**src/rtl/audio_player_core_if.sv**
```systemverilog
// Sample-memory read port: one-cycle read strobe from the core, data returned
// by the memory on the following cycle.
interface audio_player_core_if #(
    parameter int ADDR_W   = 16,
    parameter int SAMPLE_W = 8
);
    logic                mem_rd;
    logic [ADDR_W-1:0]   mem_addr;
    logic [SAMPLE_W-1:0] mem_data;

    modport master (output mem_rd, output mem_addr, input  mem_data);
    modport slave  (input  mem_rd, input  mem_addr, output mem_data);
endinterface

```
**src/rtl/audio_player_core.sv**
```systemverilog
// Sample-rate driven track player: fetches one sample per tick, scales it by
// volume into a PWM DAC, and reports playback progress through the track.
module audio_player_core #(
    parameter int CLK_HZ      = 50000000,
    parameter int SAMPLE_RATE = 8000,
    parameter int SAMPLE_W    = 8,
    parameter int ADDR_W      = 16,
    parameter int TRK_W       = 2,
    parameter int VOL_W       = 2
) (
    input  logic                           clk,
    input  logic                           rst,
    input  logic                           i_btn_play_pause,
    input  logic                           i_btn_next,
    input  logic                           i_btn_prev,
    input  logic                           i_btn_vol_up,
    input  logic                           i_btn_vol_down,
    input  logic [(2**TRK_W)*ADDR_W-1:0]   i_trk_base,
    input  logic [(2**TRK_W)*ADDR_W-1:0]   i_trk_len,
    audio_player_core_if.master            mem,
    output logic                           o_dac_out,
    output logic [TRK_W-1:0]               o_track,
    output logic [VOL_W-1:0]               o_volume,
    output logic [7:0]                     o_progress,
    output logic                           o_song_pause
);
    localparam int NUM_TRACKS = 2**TRK_W;
    localparam int DIV        = CLK_HZ / SAMPLE_RATE;
    localparam int TICK_W     = (DIV > 1) ? $clog2(DIV) : 1;
    localparam int VOL_MAX    = 2**VOL_W - 1;

    typedef enum logic [1:0] {S_IDLE = 2'd0, S_PLAY = 2'd1, S_PAUSE = 2'd2} state_t;

    state_t              r_state;
    logic [TICK_W-1:0]   r_tick_cnt;
    logic [SAMPLE_W-1:0] r_pwm_cnt;
    logic [TRK_W-1:0]    r_track;
    logic [ADDR_W-1:0]   r_offset;
    logic [VOL_W-1:0]    r_volume;
    logic [SAMPLE_W-1:0] r_sample;
    logic                r_mem_rd;
    logic [ADDR_W-1:0]   r_mem_addr;
    logic                r_cap_pend;
    logic                r_dac;
    logic                r_song_pause;
    logic [7:0]          r_progress;
    logic [ADDR_W-1:0]   r_rem;
    logic [ADDR_W-1:0]   r_dvs;
    logic [6:0]          r_quo;
    logic                r_dsat;
    logic [2:0]          r_dcnt;

    logic [ADDR_W-1:0]   w_base_arr [NUM_TRACKS];
    logic [ADDR_W-1:0]   w_len_arr  [NUM_TRACKS];
    logic [ADDR_W-1:0]   w_base;
    logic [ADDR_W-1:0]   w_len;
    logic                w_tick;
    logic                w_pp;
    logic                w_next;
    logic                w_prev;
    logic                w_play_tick;
    logic [VOL_W-1:0]    w_shamt;
    logic [SAMPLE_W-1:0] w_level;

    for (genvar gi = 0; gi < NUM_TRACKS; gi++) begin : g_trk
        assign w_base_arr[gi] = i_trk_base[gi*ADDR_W +: ADDR_W];
        assign w_len_arr[gi]  = i_trk_len[gi*ADDR_W +: ADDR_W];
    end

    assign w_base = w_base_arr[r_track];
    assign w_len  = w_len_arr[r_track];
    assign w_tick = (r_tick_cnt == TICK_W'(DIV - 1));

    // Play/pause outranks next, next outranks prev; any of them eats the tick.
    assign w_pp        = i_btn_play_pause;
    assign w_next      = i_btn_next & ~w_pp;
    assign w_prev      = i_btn_prev & ~w_pp & ~i_btn_next;
    assign w_play_tick = w_tick & (r_state == S_PLAY) & ~(w_pp | w_next | w_prev);

    assign w_shamt = VOL_W'(VOL_MAX) - r_volume;
    assign w_level = (r_state == S_PLAY && r_volume != '0) ? (r_sample >> w_shamt) : '0;

    always_ff @(posedge clk or negedge rst) begin
        if (!rst) begin
            r_tick_cnt <= '0;
            r_pwm_cnt  <= '0;
            r_dac      <= 1'b0;
        end else begin
            r_tick_cnt <= w_tick ? '0 : r_tick_cnt + 1'b1;
            r_pwm_cnt  <= r_pwm_cnt + 1'b1;
            r_dac      <= (r_pwm_cnt < w_level);
        end
    end

    always_ff @(posedge clk or negedge rst) begin
        if (!rst) begin
            r_volume <= VOL_W'(1);
        end else if (i_btn_vol_up && !i_btn_vol_down && r_volume != VOL_W'(VOL_MAX)) begin
            r_volume <= r_volume + 1'b1;
        end else if (i_btn_vol_down && !i_btn_vol_up && r_volume != '0) begin
            r_volume <= r_volume - 1'b1;
        end
    end

    always_ff @(posedge clk or negedge rst) begin
        if (!rst) begin
            r_state      <= S_IDLE;
            r_song_pause <= 1'b1;
            r_track      <= '0;
            r_offset     <= '0;
            r_sample     <= '0;
            r_mem_rd     <= 1'b0;
            r_mem_addr   <= '0;
            r_cap_pend   <= 1'b0;
        end else begin
            r_mem_rd   <= 1'b0;
            r_cap_pend <= r_mem_rd;
            if (r_cap_pend) begin
                r_sample <= mem.mem_data;
                r_offset <= r_offset + 1'b1;
            end
            case (r_state)
                S_IDLE: begin
                    if (w_pp) begin
                        r_state      <= S_PLAY;
                        r_song_pause <= 1'b0;
                    end
                end
                S_PLAY: begin
                    if (w_pp) begin
                        r_state      <= S_PAUSE;
                        r_song_pause <= 1'b1;
                    end else if (w_play_tick) begin
                        if (r_offset < w_len) begin
                            r_mem_rd   <= 1'b1;
                            r_mem_addr <= w_base + r_offset;
                        end else begin
                            r_track  <= r_track + 1'b1;
                            r_offset <= '0;
                        end
                    end
                end
                S_PAUSE: begin
                    if (w_pp) begin
                        r_state      <= S_PLAY;
                        r_song_pause <= 1'b0;
                    end
                end
                default: begin
                    r_state      <= S_IDLE;
                    r_song_pause <= 1'b1;
                end
            endcase
            // A read in flight for the old track must not bump the fresh offset.
            if (w_next || w_prev) begin
                r_track    <= w_next ? r_track + 1'b1 : r_track - 1'b1;
                r_offset   <= '0;
                r_cap_pend <= 1'b0;
            end
        end
    end

    // Restoring divider for offset*256/len. With offset < len the integer
    // quotient bits are all zero, so the remainder starts as offset and only
    // the 8 fractional bits are iterated; the first one is resolved on the tick.
    logic [ADDR_W-1:0] w_d_rem;
    logic [ADDR_W-1:0] w_d_dvs;
    logic [ADDR_W:0]   w_rem_sh;
    logic              w_q_bit;
    logic [ADDR_W-1:0] w_rem_nx;

    assign w_d_rem  = w_tick ? r_offset : r_rem;
    assign w_d_dvs  = w_tick ? w_len : r_dvs;
    assign w_rem_sh = {w_d_rem, 1'b0};
    assign w_q_bit  = (w_rem_sh >= {1'b0, w_d_dvs});
    assign w_rem_nx = w_q_bit ? ADDR_W'(w_rem_sh - {1'b0, w_d_dvs}) : w_rem_sh[ADDR_W-1:0];

    always_ff @(posedge clk or negedge rst) begin
        if (!rst) begin
            r_rem      <= '0;
            r_dvs      <= '0;
            r_quo      <= '0;
            r_dsat     <= 1'b0;
            r_dcnt     <= '0;
            r_progress <= '0;
        end else if (w_tick) begin
            r_rem  <= w_rem_nx;
            r_dvs  <= w_len;
            r_quo  <= {6'd0, w_q_bit};
            r_dsat <= (r_offset >= w_len);
            r_dcnt <= 3'd7;
        end else if (r_dcnt != '0) begin
            r_rem  <= w_rem_nx;
            r_quo  <= {r_quo[5:0], w_q_bit};
            r_dcnt <= r_dcnt - 1'b1;
            if (r_dcnt == 3'd1) begin
                r_progress <= (r_dvs == '0) ? 8'd0 : (r_dsat ? 8'hFF : {r_quo, w_q_bit});
            end
        end
    end

    assign mem.mem_rd   = r_mem_rd;
    assign mem.mem_addr = r_mem_addr;
    assign o_dac_out    = r_dac;
    assign o_track      = r_track;
    assign o_volume     = r_volume;
    assign o_progress   = r_progress;
    assign o_song_pause = r_song_pause;
endmodule

```
**src/flat_wrapper.sv**
```systemverilog
// flat-port wrapper written by rule: the top's interface ports become plain ports
module audio_player_core_flat 
#(
    parameter int CLK_HZ      = 50000000,
    parameter int SAMPLE_RATE = 8000,
    parameter int SAMPLE_W    = 8,
    parameter int ADDR_W      = 16,
    parameter int TRK_W       = 2,
    parameter int VOL_W       = 2
)
  (clk, rst, i_btn_play_pause, i_btn_next, i_btn_prev, i_btn_vol_up, i_btn_vol_down, i_trk_base, i_trk_len, o_dac_out, o_track, o_volume, o_progress, o_song_pause, mem_mem_rd, mem_mem_addr, mem_mem_data);
  audio_player_core_if #(.ADDR_W(ADDR_W), .SAMPLE_W(SAMPLE_W)) mem_i ();
  input  logic clk;
  input  logic rst;
  input  logic i_btn_play_pause;
  input  logic i_btn_next;
  input  logic i_btn_prev;
  input  logic i_btn_vol_up;
  input  logic i_btn_vol_down;
  input  logic [(2**TRK_W)*ADDR_W-1:0] i_trk_base;
  input  logic [(2**TRK_W)*ADDR_W-1:0] i_trk_len;
  output logic o_dac_out;
  output logic [TRK_W-1:0] o_track;
  output logic [VOL_W-1:0] o_volume;
  output logic [7:0] o_progress;
  output logic o_song_pause;
  output wire logic [$bits(mem_i.mem_rd)-1:0] mem_mem_rd;
  output wire logic [$bits(mem_i.mem_addr)-1:0] mem_mem_addr;
  input wire logic [$bits(mem_i.mem_data)-1:0] mem_mem_data;
  assign mem_mem_rd = mem_i.mem_rd;
  assign mem_mem_addr = mem_i.mem_addr;
  assign mem_i.mem_data = mem_mem_data;
  audio_player_core #(.CLK_HZ(CLK_HZ), .SAMPLE_RATE(SAMPLE_RATE), .SAMPLE_W(SAMPLE_W), .ADDR_W(ADDR_W), .TRK_W(TRK_W), .VOL_W(VOL_W)) u_core (.clk(clk), .rst(rst), .i_btn_play_pause(i_btn_play_pause), .i_btn_next(i_btn_next), .i_btn_prev(i_btn_prev), .i_btn_vol_up(i_btn_vol_up), .i_btn_vol_down(i_btn_vol_down), .i_trk_base(i_trk_base), .i_trk_len(i_trk_len), .mem(mem_i), .o_dac_out(o_dac_out), .o_track(o_track), .o_volume(o_volume), .o_progress(o_progress), .o_song_pause(o_song_pause));
endmodule
```
**config.mk**
```make
export PLATFORM = sky130hd
export DESIGN_NAME = audio_player_core_flat
export DESIGN_NICKNAME = d
export VERILOG_FILES = /design/src/rtl/audio_player_core_if.sv /design/src/rtl/audio_player_core.sv /design/src/flat_wrapper.sv
export SDC_FILE = /design/constraint.sdc
export NUM_CORES = 1
export LEC_CHECK = 0
export ABC_AREA = 0
export CORE_MARGIN = 10
export CORE_UTILIZATION = 58
export CTS_BUF_LIST = sky130_fd_sc_hd__clkbuf_8
export DETAILED_ROUTE_END_ITERATION = 12
export HOLD_SLACK_MARGIN = 0.02
export PLACE_DENSITY_LB_ADDON = 0.05
export SYNTH_ARGS = -nofsm -noshare
export SYNTH_HDL_FRONTEND = slang
export SYNTH_SLANG_ARGS = --single-unit
```
**constraint.sdc**
```tcl
create_clock -name clk -period 8.1 [get_ports clk]
set_input_delay 2.025 -clock clk [delete_from_list [all_inputs] [get_ports clk]]
set_output_delay 2.025 -clock clk [all_outputs]
set_load 0.01 [all_outputs]
```
==> results.json, run 1 <==
{
  "timing.reg2reg.worst_path_depth": 12,
  "die-width_um": 140,
  "drt_wl_total_mm": 22.4,
  "final_nets": 1236,
  "path_max_fanout": 4,
  "clk_transition_reported_paths_ns": 0.08,
  "final.period_utilization": 0.656,
  "cts_made_buffers": 17,
  "setup_slack_ns": 2.78,
  "timing.hold.worst.start": "u_core.o_song_pause$_DFFE_PN1P_",
  "synth_xor_xnor_area_share": 0.0585,
  "hold_slack_ns": 0.478,
  "final_period_minus_worst_setup_slack_ns": 5.32,
  "vdd_drop_max_mv": 0.152,
  "layout.cells.most_common_list": "clkdlybuf4s50_1 (172), dfrtp_1 (118), nand2_1 (102)",
  "synthAdderAreaFrac": 0.0958,
  "post_synth_instance_area_um2": 8380,
  "clockBufferDepth": 2,
  "r2r_end": "u_core.r_rem[5]$_DFFE_PN0P_",
  "cts.htree.levels": 4,
  "gp_congestion": 0.897,
  "cts_setup_buffers": 0,
  "worstPathArrival_ns": 5.70,
  "routed_wire_length_per_instance_um": 18.3,
  "fmax_ghz": 0.188,
  "drt_first_pass_iters": 5,
  "synth_enable_flop_cells": 0,
  "worstPathRequired_ns": 8.49,
  "latest_clock_arrival_within_the_worst_skew_pair_ns": 0.45,
  "fill_cells": 1044,
  "global_route_wire_length_before_repair_mm": 36.2,
  "globalRoute.totalOverflow": 0,
  "yosysSeqAreaShare": 0.364,
  "synthSimpleGateAreaFrac": 0.164,
  "port_buffers": 173,
  "floorplan_row_count": 43,
  "synth_top_family_by_area": "simple AND/OR/NAND/NOR gates",
  "die_area_um2": 19700,
  "power.static_leakage_nw": 4.83,
  "route.detailed.drc": 0,
  "synthFlopType": "dfrtp_1",
  "rsz0062_at_grt": "no",
  "final_total_negative_setup_slack_ns": 0,
  "synth-async-reset-ratio": 1.00,
  "worst_clock_skew_ns": 0.0117,
  "final_report_max_slew_violation_count": 0,
  "layout.area.seq_um2": 3060,
  "grt.total_usage": 0.227,
  "synth_cell_types": 65,
  "cts-hold-fix-buffers": 0,
  "synthesis.nets": 1069,
  "cts_tree": "done",
  "ios": 174,
  "vias_per_cell": 5.73,
  "drv.max_cap_violation_count": 0,
  "synth-compound-area-share": 0.133,
  "fraction_of_layout_instances_using_a_drive_strength_above_1": 0.103,
  "worst_setup_path_start_kind": "primary input",
  "areaGrowthSynthToFinish_pct": 27.5,
  "synth_mux_area_frac": 0.142,
  "worstReg2RegStart": "u_core.r_tick_cnt[9]$_DFF_PN0_",
  "min_delay_path_depth": 2,
  "synth_warnings": 0,
  "ant_diodes": 0,
  "num_vias": 7009,
  "worstSetupEndpointType": "register",
  "fp.dieH_um": 140,
  "cts-root-buf": "clkbuf_8",
  "report.final.setup_viol": 0,
  "antenna_violations_before_repair": 0,
  "number_of_endpoints_with_negative_hold_slack_in_the_final_report": 0,
  "placeableCoreArea_um2": 14000,
  "slew_headroom": 0.273,
  "pin_count_of_the_biggest_net_entering_global_routing": 65,
  "hold_path_end": "u_core.o_song_pause$_DFFE_PN1P_",
  "detailedPlace.worstSlack_ns": 2.38,
  "clock_sinks": 122,
  "cts_resized": 0,
  "grt_pass1_vias": 6967,
  "detailedPlacementHpwl_mm": 17.4,
  "avgSynthCellArea_um2": 9.71,
  "initial_utilization": 0.597,
  "outcome": "completed",
  "multi_input_comb_area_um2": 4970,
  "finalPower_w": 0.00191,
  "layout_commonest_cell": "clkdlybuf4s50_1",
  "power.density_nw_per_um2": 179,
  "timing.setup.critical_path_class": "in -> reg",
  "post_synth_inst_count": 863,
  "antenna_left": 0,
  "iter_0_drt_violations": 534,
  "actual_slew_at_the_worst_max_slew_pin_ns": 1.09,
  "hold_class": "reg -> reg",
  "regToRegSetupSlack_ns": 3.30,
  "synth_seq_cells": 122
}
[critical path, cell delays in order]
cell	delay, ns
clkdlybuf4s50_1	0.46
mux4_2	0.27
or4b_1	0.48
and2_1	0.23
fa_1	0.48
a21oi_1	0.24
o21bai_1	0.12
a2111o_1	0.44
a31oi_1	0.25
o21bai_1	0.12
a21oi_1	0.20
xnor2_1	0.13
o21ai_0	0.12
a21oi_2	0.14
[power breakdown]
| group | switching, W | internal [W] | total (W) |
|---|---|---|---|
| Combinational | 0.000305 | 0.000351 | 0.000656 |
| Clock | 0.000253 | 0.000327 | 0.000580 |
| Sequential | 0.0000481 | 0.000628 | 0.000676 |
[metrics by stage]
stage	util	cell area (um^2)	std cells
finish	0.761	10700	1223
global route	0.761	10700	1223
CTS	0.761	10700	1223
detailed placement	0.731	10300	1191
global placement	0.731	10300	1191
floorplan	-	8380	863
[how the worst max path moves through the flow]
stage | start | to | slack [ns] | depth (start not counted)
2_1_floorplan | i_trk_len[16] | u_core.r_rem[14]$_DFFE_PN0P_ | 3.20 | 13
4_1_cts | i_trk_len[16] | u_core.r_rem[14]$_DFFE_PN0P_ | 2.82 | 14
6_report | i_trk_len[16] | u_core.r_rem[14]$_DFFE_PN0P_ | 2.78 | 14
3_5_place_dp | i_trk_len[16] | u_core.r_rem[14]$_DFFE_PN0P_ | 2.38 | 14
3_3_place_gp | i_trk_len[33] | u_core.r_rem[7]$_DFFE_PN0P_ | 2.49 | 13
5_1_grt | i_trk_len[33] | u_core.r_rem[3]$_DFFE_PN0P_ | 2.58 | 11
[kinds of logic after synthesis]
logic type	after synthesis
mux	76
compound gates	163
simple gates	290
fa+ha+maj	63
buf+inv	93
flops	122
xor+xnor	56
[state kept, by name, indices dropped and copies added (netlist names), 3 cells and up]
| register | count |
|---|---|
| u_core.r_offset | 16 |
| u_core.r_dcnt | 3 |
| u_core.r_dvs | 16 |
| u_core.r_rem | 16 |
| u_core.r_tick_cnt | 13 |
| u_core.r_pwm_cnt | 8 |
| u_core.mem.mem_addr | 16 |
| u_core.r_sample | 8 |
| u_core.o_progress | 8 |
| u_core.r_quo | 7 |
[area by class of cell]
type / count / share of cell area
multi-input combinational: 648 / 0.465
sequential: 122 / 0.286
timing repair buffer: 181 / 0.167
clock buffer: 20 / 0.0257
inverter: 60 / 0.0211
tap: 180 / 0.0211
clock inverter: 12 / 0.0138
[Yosys cell counts (3+ instances only)]
cell type  instances  area share
o2111ai_1          3      0.0031
xor2_1            23       0.024
nand4_1           15       0.011
a21oi_2            8      0.0084
nor2b_1            7      0.0052
or3_1              3      0.0022
o21a_1             5      0.0045
nor3_1            11      0.0066
o21ai_0           40       0.024
o31ai_1           14       0.013
a31o_2             3      0.0031
inv_1             60       0.027
and2_1             7      0.0052
dfrtp_1          120        0.36
and3_1             8      0.0060
nand2b_1           5      0.0037
and4_1             3      0.0031
o21bai_1           6      0.0054
a31oi_1            6      0.0045
ha_1              61       0.091
nor4_1             9      0.0067
xnor2_1           33       0.034
a211oi_1           6      0.0054
mux2_2            12       0.016
buf_1              6      0.0027
nand3_1           24       0.014
mux2i_1           31       0.037
a21oi_1           33       0.020
nand2_1          102       0.046
clkbuf_1          24       0.011
mux4_2            32       0.086
nor2_1            80       0.036
a21o_1            18       0.016
[layer usage]
layer / GRT usage / share of wire
met1: 0.280 / 0.43
met2: 0.384 / 0.50
met3: 0.0636 / 0.064
met4: 0.0522 / 0.013
met5: 0 / 0
(Power assumes the default switching activity.)
==> inputs of run 2 (changes only) <==
--- a/config.mk
+++ b/config.mk
@@ -7,7 +7,7 @@
 export LEC_CHECK = 0
 export ABC_AREA = 0
 export CORE_MARGIN = 10
-export CORE_UTILIZATION = 58
+export CORE_UTILIZATION = 49
 export CTS_BUF_LIST = sky130_fd_sc_hd__clkbuf_8
 export DETAILED_ROUTE_END_ITERATION = 12
 export HOLD_SLACK_MARGIN = 0.02
==> constraint.sdc (replaced) <==
create_clock -name clk -period 4.55 [get_ports clk]
set_input_delay 1.1375 -clock clk [delete_from_list [all_inputs] [get_ports clk]]
set_output_delay 1.1375 -clock clk [all_outputs]
set_load 0.01 [all_outputs]
==> run 2 against run 1 <==
Against the previous run: count of clock-buffer cells in the layout is 1 lower; hold slack worse by 0.0050 ns; sequential share of layout area fell by 0.86 points; first-iteration DRC count decreased by 18%; worst setup slack got worse by 2.6 ns; register-to-register slack got worse by 2.8 ns; die area up 16%; highest routed layer unchanged.
==> results.json, run 2 (synthesis gave the netlist of run 1 again) <==
{
  "drt_wl_total_mm": 22.6,
  "grt_pass1_vias": 7227,
  "regToRegSetupSlack_ns": 0.45,
  "placed_area_um2": 10600,
  "cts_made_buffers": 17,
  "fraction_of_layout_instances_using_a_drive_strength_above_1": 0.129,
  "final_report_max_slew_violation_count": 0,
  "cts-root-buf": "clkbuf_8",
  "vias_per_cell": 5.49,
  "global_route_wire_length_before_repair_mm": 37.3,
  "slew_headroom": 0.562,
  "port_buffers": 173,
  "final.period_utilization": 0.952,
  "path_depth": 14,
  "outcome": "completed",
  "num_vias": 7107,
  "areaGrowthSynthToFinish_pct": 31.5,
  "drv.max_cap_violation_count": 0,
  "rsz0062_at_grt": "no",
  "number_of_endpoints_with_negative_hold_slack_in_the_final_report": 0,
  "grt.total_usage": 0.206,
  "detailedPlacementHpwl_mm": 17.8,
  "fin_util": 0.660,
  "drt_first_pass_iters": 5,
  "cts_resized": 0,
  "clockBufferDepth": 2,
  "report.final.setup_viol": 0,
  "vdd_drop_max_mv": 0.273,
  "route.detailed.drc": 0,
  "antenna_violations_before_repair": 0,
  "routed_wire_length_per_instance_um": 17.5,
  "cpLargestDelayFamily": "compound AO/OA/AOI/OAI gates",
  "worst_clock_skew_ns": 0.0125,
  "path_max_fanout": 3,
  "cts_tree": "done",
  "iter_0_drt_violations": 439,
  "floorplan_row_count": 47,
  "fmax_ghz": 0.231,
  "ios": 174,
  "finalPower_w": 0.00349,
  "hold_class": "reg -> reg",
  "power.static_leakage_nw": 5.00,
  "timing.reg2reg.worst_path_depth": 16,
  "crit_path_cell_trace": "clkdlybuf4s50_1 -> mux4_2 -> or4b_1 -> and2_1 -> fa_1 -> a21oi_1 -> o21bai_1 -> a2111o_1 -> a31oi_1 -> o21bai_1 -> a21oi_1 -> xnor2_1 -> o21ai_0 -> a21oi_2",
  "cpPeakStageDelay_ns": 0.46,
  "worstPathRequired_ns": 4.93,
  "actual_slew_at_the_worst_max_slew_pin_ns": 0.655,
  "layout_commonest_cell": "clkdlybuf4s50_1",
  "fill_cells": 1424,
  "die-width_um": 151,
  "worstSetupEndpointType": "register",
  "latest_clock_arrival_within_the_worst_skew_pair_ns": 0.45,
  "critical_path_buf_inv_count": 1,
  "min_delay_path_depth": 2,
  "slowest_stage": "fa_1",
  "layout.area.seq_um2": 3060,
  "final_design_area_no_fill_um2": 11000,
  "hold_slack_ns": 0.473,
  "timing.setup.critical_path_class": "in -> reg",
  "ant_diodes": 0,
  "clk_transition_reported_paths_ns": 0.07,
  "final_period_minus_worst_setup_slack_ns": 4.33,
  "die_area_um2": 22700,
  "final_nets": 1268,
  "pin_count_of_the_biggest_net_entering_global_routing": 75,
  "cts_setup_buffers": 0,
  "cts-hold-fix-buffers": 0,
  "fp.dieH_um": 151,
  "gp_congestion": 0.861,
  "worst_setup_path_start_kind": "primary input",
  "antenna_left": 0,
  "multi_input_comb_area_um2": 4970,
  "worstPathArrival_ns": 4.71,
  "placeableCoreArea_um2": 16700,
  "layout.cells.most_common_list": "clkdlybuf4s50_1 (172), dfrtp_1 (118), nand2_1 (102)",
  "cts.htree.levels": 4,
  "power.density_nw_per_um2": 317,
  "initial_utilization": 0.502,
  "globalRoute.totalOverflow": 0,
  "clock_sinks": 122
}
[run 2: area by class of cell]
type	instances	area share
clock buffers	19	0.0237
repair buffers	213	0.186
flip-flops and latches	122	0.277
multi-input cells	648	0.451
well taps	220	0.0250
inverters	60	0.0204
clock inverters	13	0.0160
[run 2: path summary, 6_finish.rpt]
check	end	from
worst max-delay path	u_core.r_rem[14]$_DFFE_PN0P_	i_trk_len[48]
worst max register to register	u_core.r_rem[12]$_DFFE_PN0P_	u_core.r_tick_cnt[9]$_DFF_PN0_
min in group asynchronous	u_core.mem.mem_addr[11]$_DFFE_PN0P_	rst
worst min register to register	u_core.mem.mem_addr[0]$_DFFE_PN0P_	u_core.mem.mem_addr[0]$_DFFE_PN0P_
worst min-delay path	u_core.mem.mem_addr[0]$_DFFE_PN0P_	u_core.mem.mem_addr[0]$_DFFE_PN0P_
max in group asynchronous	u_core.o_progress[5]$_DFFE_PN0P_	rst
[run 2: per-layer routing]
metal / vias to the layer above / routed length (um) / track usage
li1: 3487 / - / -
met1: 3437 / 10000 / 0.265
met2: 165 / 11100 / 0.346
met3: 18 / 1340 / 0.0442
met4: 0 / 222 / 0.0515
met5: - / 0 / 0
[run 2: per-stage QoR]
| step | setup TNS, ns | std cells | worst slack, ns |
|---|---|---|---|
| after global routing | 0 | 1295 | 0.0140 |
| final | 0 | 1295 | 0.218 |
| after detailed placement | -0.349 | 1263 | -0.192 |
| after CTS | 0 | 1295 | 0.285 |
| after global placement | -0.253 | 1263 | -0.134 |
| after floorplan | 0 | 863 | 0.0697 |
[run 2: power breakdown]
part	total, W	switching, W	internal [W]
Clock	0.00108	0.000455	0.000620
Combinational	0.00119	0.000548	0.000643
Sequential	0.00123	0.000107	0.00112
Total	0.00349	0.00111	0.00238
[run 2: worst reg2reg max path, cell delays in order (launching register included)]
cell       delay, ns
dfrtp_1         0.43
or4b_4          0.58
or3_1           0.38
buf_4           0.25
nand2_1         0.11
nand2_1         0.08
ha_1            0.34
a21oi_1         0.10
nand2_1         0.07
a21o_1          0.12
and2_1          0.14
o22ai_1         0.07
buf_4           0.15
a2111oi_4       0.39
nor2_4          0.18
or4_1           0.56
nand3_1         0.09
